`src/rtl/hex_inverter_8b_if.sv`:
```
// Operand/result bundle for the bitwise inverter.
// The master drives the operand side; the slave returns the results.
interface hex_inverter_8b_if #(
    parameter int WIDTH = 8
);
    logic [WIDTH-1:0] A;
    logic [WIDTH-1:0] MASK;
    logic             EN;
    logic [WIDTH-1:0] Y;
    logic [WIDTH-1:0] Y_Q;
    logic             Y_VLD;

    modport master (
        output A,
        output MASK,
        output EN,
        input  Y,
        input  Y_Q,
        input  Y_VLD
    );

    modport slave (
        input  A,
        input  MASK,
        input  EN,
        output Y,
        output Y_Q,
        output Y_VLD
    );
endinterface

```
`src/rtl/hex_inverter_8b.sv`:
```
// Masked bitwise inverter: Y = A ^ MASK with zero latency,
// plus a registered copy and a loaded-since-reset flag.
module hex_inverter_8b #(
    parameter int               WIDTH     = 8,
    parameter logic [WIDTH-1:0] RESET_VAL = '1
) (
    input logic        clk,
    input logic        rst,
    hex_inverter_8b_if.slave bus
);
    logic [WIDTH-1:0] y;
    logic [WIDTH-1:0] y_q;
    logic             y_vld;

    // Bits are independent; an X on A[i] reaches only Y[i].
    assign y = bus.A ^ bus.MASK;

    always_ff @(posedge clk) begin
        if (rst) begin
            y_q   <= RESET_VAL;
            y_vld <= 1'b0;
        end else if (bus.EN) begin
            y_q   <= y;
            y_vld <= 1'b1;
        end
    end

    assign bus.Y     = y;
    assign bus.Y_Q   = y_q;
    assign bus.Y_VLD = y_vld;
endmodule

```
`src/flat_wrapper.sv`:
```
// flat-port wrapper written by rule: the top's interface ports become plain ports
module hex_inverter_8b_flat 
#(
    parameter int               WIDTH     = 8,
    parameter logic [WIDTH-1:0] RESET_VAL = '1
)
  (clk, rst, bus_A, bus_MASK, bus_EN, bus_Y, bus_Y_Q, bus_Y_VLD);
  hex_inverter_8b_if #(.WIDTH(WIDTH)) bus_i ();
  input logic clk;
  input logic rst;
  input wire logic [$bits(bus_i.A)-1:0] bus_A;
  input wire logic [$bits(bus_i.MASK)-1:0] bus_MASK;
  input wire logic [$bits(bus_i.EN)-1:0] bus_EN;
  output wire logic [$bits(bus_i.Y)-1:0] bus_Y;
  output wire logic [$bits(bus_i.Y_Q)-1:0] bus_Y_Q;
  output wire logic [$bits(bus_i.Y_VLD)-1:0] bus_Y_VLD;
  assign bus_i.A = bus_A;
  assign bus_i.MASK = bus_MASK;
  assign bus_i.EN = bus_EN;
  assign bus_Y = bus_i.Y;
  assign bus_Y_Q = bus_i.Y_Q;
  assign bus_Y_VLD = bus_i.Y_VLD;
  hex_inverter_8b #(.WIDTH(WIDTH), .RESET_VAL(RESET_VAL)) u_core (.clk(clk), .rst(rst), .bus(bus_i));
endmodule
```
`config.mk`:
```
export PLATFORM = sky130hd
export DESIGN_NAME = hex_inverter_8b_flat
export DESIGN_NICKNAME = d
export VERILOG_FILES = /design/src/rtl/hex_inverter_8b_if.sv /design/src/rtl/hex_inverter_8b.sv /design/src/flat_wrapper.sv
export SDC_FILE = /design/constraint.sdc
export NUM_CORES = 1
export LEC_CHECK = 0
export CAP_MARGIN = 15
export CORE_AREA = 2 2 39 41
export DETAILED_ROUTE_END_ITERATION = 16
export DIE_AREA = 0 0 41 43
export DONT_BUFFER_PORTS = 1
export GPL_TIMING_DRIVEN = 0
export PLACE_DENSITY = 0.5
export SLEW_MARGIN = 10
export SYNTH_ARGS = -nofsm -noshare
export SYNTH_HDL_FRONTEND = slang
export SYNTH_SLANG_ARGS = --single-unit
```
`constraint.sdc`:
```
create_clock -name clk -period 0.8 [get_ports clk]
set_input_delay 0.04 -clock clk [delete_from_list [all_inputs] [get_ports clk]]
set_output_delay 0.04 -clock clk [all_outputs]
set_load 0.01 [all_outputs]
```
-- Word level (Yosys, flattened, before mapping)
Cells that the tools add are included.
- bitwise gates (word level): 1
- operators with widths (operator ; count):
    $xor A8 B8 Y8 ; 1
- bits in registers: 9
- bits of input ports: 19
- output and inout bits: 17

-- Depth between registers and ports, before layout
- word-level depth: 1
- depth in mapped cells: 4

-- Least setup slack after synthesis
Ideal clock, no wire load.
- kind: reg2reg
- from: register, netlist name u_core.bus.Y_Q[6]
- to: register u_core.y_q[6] (netlist: u_core.bus.Y_Q[6])
- data arrival time: 0.571 ns
- path slack: 0.106 ns
- cell stages (with the launch flop): 3
- buffers on the path: 0
- period minus slack after synthesis: 0.694 ns
- path through: dfxtp_1 > nor3_1 > a21oi_2
- RTL lines (what ; RTL line ; RTL):
    end signal, assigned ; hex_inverter_8b.sv:23 ; y_q <= y;
    end, declared ; hex_inverter_8b.sv:12 ; logic [WIDTH-1:0] y_q;

==> impl_summary.md <==
Critical path
The cell at the slowest stage of the critical path is sky130_fd_sc_hd__dfxtp_1. The required time of the critical path is 0.94 ns. Traced cell by cell, the critical path runs through nor3_1, a21oi_2. The critical path arrival is 0.86 ns. Along the worst path, the maximum fanout reaches 2. The kind of cell adding the most delay to the critical path is flip-flops. The sort of element at the end of the critical path is a flip-flop. The category of the worst setup path launch point is a flip-flop. The critical path is of the reg2reg type. Together, buffers and inverters on the worst path number 0. In this design, the stage delay of the slowest critical-path cell is 0.34 ns.

Yosys
Synthesis handed over a netlist of 47 instances. The synthesized netlist contains 8 unique library cells. The synthesized design spends more area on one cell type than any other, namely sky130_fd_sc_hd__dfxtp_1. The post-synth net total is 66. A synthesized cell averages 9.48 sq um. The cell area that synthesis handed to floorplanning was 445 sq um. For this run, the register share of the synthesized area comes to 40.4%. The flip-flop and latch count after synthesis is 9. Summed over its instances, the top area cell type makes up 40.4% of the synthesized netlist area. The Yosys step of the flow raised 0 warnings.

Ranked by total cell area, the synthesized netlist is headed by sky130_fd_sc_hd__dfxtp_1 (40%), sky130_fd_sc_hd__a21oi_2 (16%), sky130_fd_sc_hd__xnor2_1 (16%).

STA
Setup violations remaining at the end of the flow were counted as 0. The number of pins exceeding their max-slew limit in the final report came to 0. The worst setup margin is 0.0772 ns. The final hold violation count is 0. In this run the tightest slew margin relative to its limit is 85.8%. The setup clock skew after layout is 0 ns.

Timing would allow up to 1380 MHz. Adding up every negative setup slack in the final design gives 0 ns. For the pin with the worst max-slew slack, the measured transition is 0.212 ns.

Setup repair after global routing left no endpoint under its margin. The ratio of final minimum period to clock period is 90.4%. The shortest period the worst path allows is 0.723 ns.

Route
The average via count per standard cell is 4.54. The first detailed-routing pass took 2 iterations. The wire length after detailed routing is 803 um. The routed length per instance is 10.6 um. Summing over every cut layer, the via total after detailed routing is 345.

The detailed router finished its first iteration with 2 violations. The DRC violation count after routing is 0. The final antenna-violating net count is 0.

Pwr
The share of total power dissipated in combinational logic is 21.4%. In this run, the clock network consumes 31.3% of the power. The net switching component of the power is 296 uW. The internal portion of the total power is 804 uW. The register share of total power is 47.3%. The fraction of power spent switching nets is 26.9%. The leakage power of the design is 0.000232 uW. The maximum vdd ir drop is 0.000736 V. Dividing total power by cell area gives a power density of 1890 nW/um^2.

Worst hold path
In this run the worst hold path is classified as in2reg.

Outcome
The flow ran to the end, and the final reports show no timing, DRC or antenna violations.

Clocking
The clock tree root driver cell is sky130_fd_sc_hd__clkbuf_4. In this run the number of H-tree levels came out at 1. The deepest clock path buffer count is 2. The number of buffers created by CTS is 3. After clock tree synthesis, the clock-pin slew on the worst setup and hold paths is 0.06 ns. For the worst-skew pair, the clock arrives at the later sink with an insertion delay of 0.25 ns. The clock tree from TritonCTS is yes. Counting every sink on the clock net gives 9.

Floorplanning
The number of standard-cell rows in the floorplan is 14. The initial utilization of the core area, before any placement, comes to 32.2%. The die area is 1760 sq um. The count of boundary I/O pins is 36.

The floorplan die height is 43 um. The core region is 1380 sq um. The die boundary width is 41 um.

Global routing
The number of global-route vias before repair is 253. The number of antenna violations at the first check in global routing is 0. In the global route stage, overall resource usage came out at 9.97%. Entering global routing, the biggest net connects 11 pins.

The first global-routing pass estimated 1090 um of wire. The total global routing overflow is 0.

Cells and area
The filler cells instantiated in the layout total 149. Leaving out fill and tap cells, the most frequent cells in the layout are sky130_fd_sc_hd__dlygate4sd3_1 (9), sky130_fd_sc_hd__dfxtp_1 (9). After the last flow step, the layout net total stands at 80. In the final layout, the share of cells above drive strength 1 is 25.0%.

The antenna cell count is 0. The area growth from synthesis to layout is 30.6%.

Placement
The HPWL reported at the end of detailed placement is 547 um. The post-place setup slack is 0.0773 ns. The weighted congestion at the end of routability-driven global placement is 0.546. In this run the tool buffered the top-level ports with 0 buffer cells.

Run
The number of max-cap violations is 0.
final timing paths:
| path | start | endpoint | slack (ns) | cells after the start |
|---|---|---|---|---|
| setup / recovery | u_core.bus.Y_Q[6] | u_core.bus.Y_Q[6] | 0.08 | 2 |
| hold / removal | bus_EN | u_core.bus.Y_VLD | 0.05 | 3 |
| setup reg to reg | u_core.bus.Y_Q[6] | u_core.bus.Y_Q[6] | 0.08 | 2 |
| hold reg to reg | u_core.bus.Y_VLD | u_core.bus.Y_VLD | 0.51 | 2 |
metrics by stage:
stage / utilization (%) / power [uW] / std cells / cell area, sq um / hold WS, ns
floorplan: - / 685 / 47 / 445 / 0.234
global placement: 33.6 / 706 / 63 / 465 / 0.243
detailed placement: 33.6 / 709 / 63 / 465 / 0.246
CTS: 42.0 / 1130 / 76 / 582 / 0.0423
global route: 42.0 / 1170 / 76 / 582 / 0.0536
finish: 42.0 / 1100 / 76 / 582 / 0.0524
synth_stat cells (all sizes together):
cell type,instances
dfxtp,9
a21oi,8
nor3,8
nor2b,1
inv,8
xnor2,8
buf,3
nor2,2
sequential cells by signal, indices dropped and copies added (netlist names):
name              flops
u_core.bus.Y_Q        8
u_core.bus.Y_VLD      1
cell families (layout without fill, tap and decap cells):
group | after synthesis | count (layout) | share of synthesized area (%)
AOI/OAI and AO/OA | 8 | 8 | 15.7
xor gates and xnor gates | 8 | 8 | 15.7
buffers and inverters | 11 | 24 | 14.3
DFF | 9 | 9 | 40.4
and+or+nand+nor | 11 | 11 | 13.8
power groups by stage:
stage	combinational, uW	clock, uW	sequential (uW)
finish	235	344	521
detailed placement	177	0	532
global placement	175	0	531
global route	258	385	523
floorplan	159	0	526
CTS	238	375	522
worst reg2reg max path, delay by kind of cell (launching register included):
kind | cells | cell delay [ns]
flops | 1 | 0.34
simple gates | 1 | 0.24
compound gates | 1 | 0.04
layout make-up:
type	instances	area [sq um]	area share, %
tap	16	20.0	3.44
clock buffer	4	26.3	4.52
multi-input combinational	27	201	34.6
buffer	3	33.8	5.81
inverter	8	30.0	5.16
sequential	9	180	31.0
timing repair buffer	9	90.1	15.5
metal layers:
metal / global-route usage [%] / share of wire [%] / vias up
li1: - / - / 177
met1: 10.7 / 38 / 151
met2: 13.1 / 54 / 15
met3: 4.71 / 6.5 / 2
met4: 10.0 / 1.7 / 0
met5: 0 / 0 / -
repair_timing:
action / 4_1_cts / 5_1_grt
endpoints found under the hold margin: 9 / 0
endpoints found under the setup margin: 0 / 0
hold buffers: 9 / 0
setup buffers: 0 / 0
gates resized for setup: 0 / 0
No activity file was read; power rests on OpenSTA's default activity.
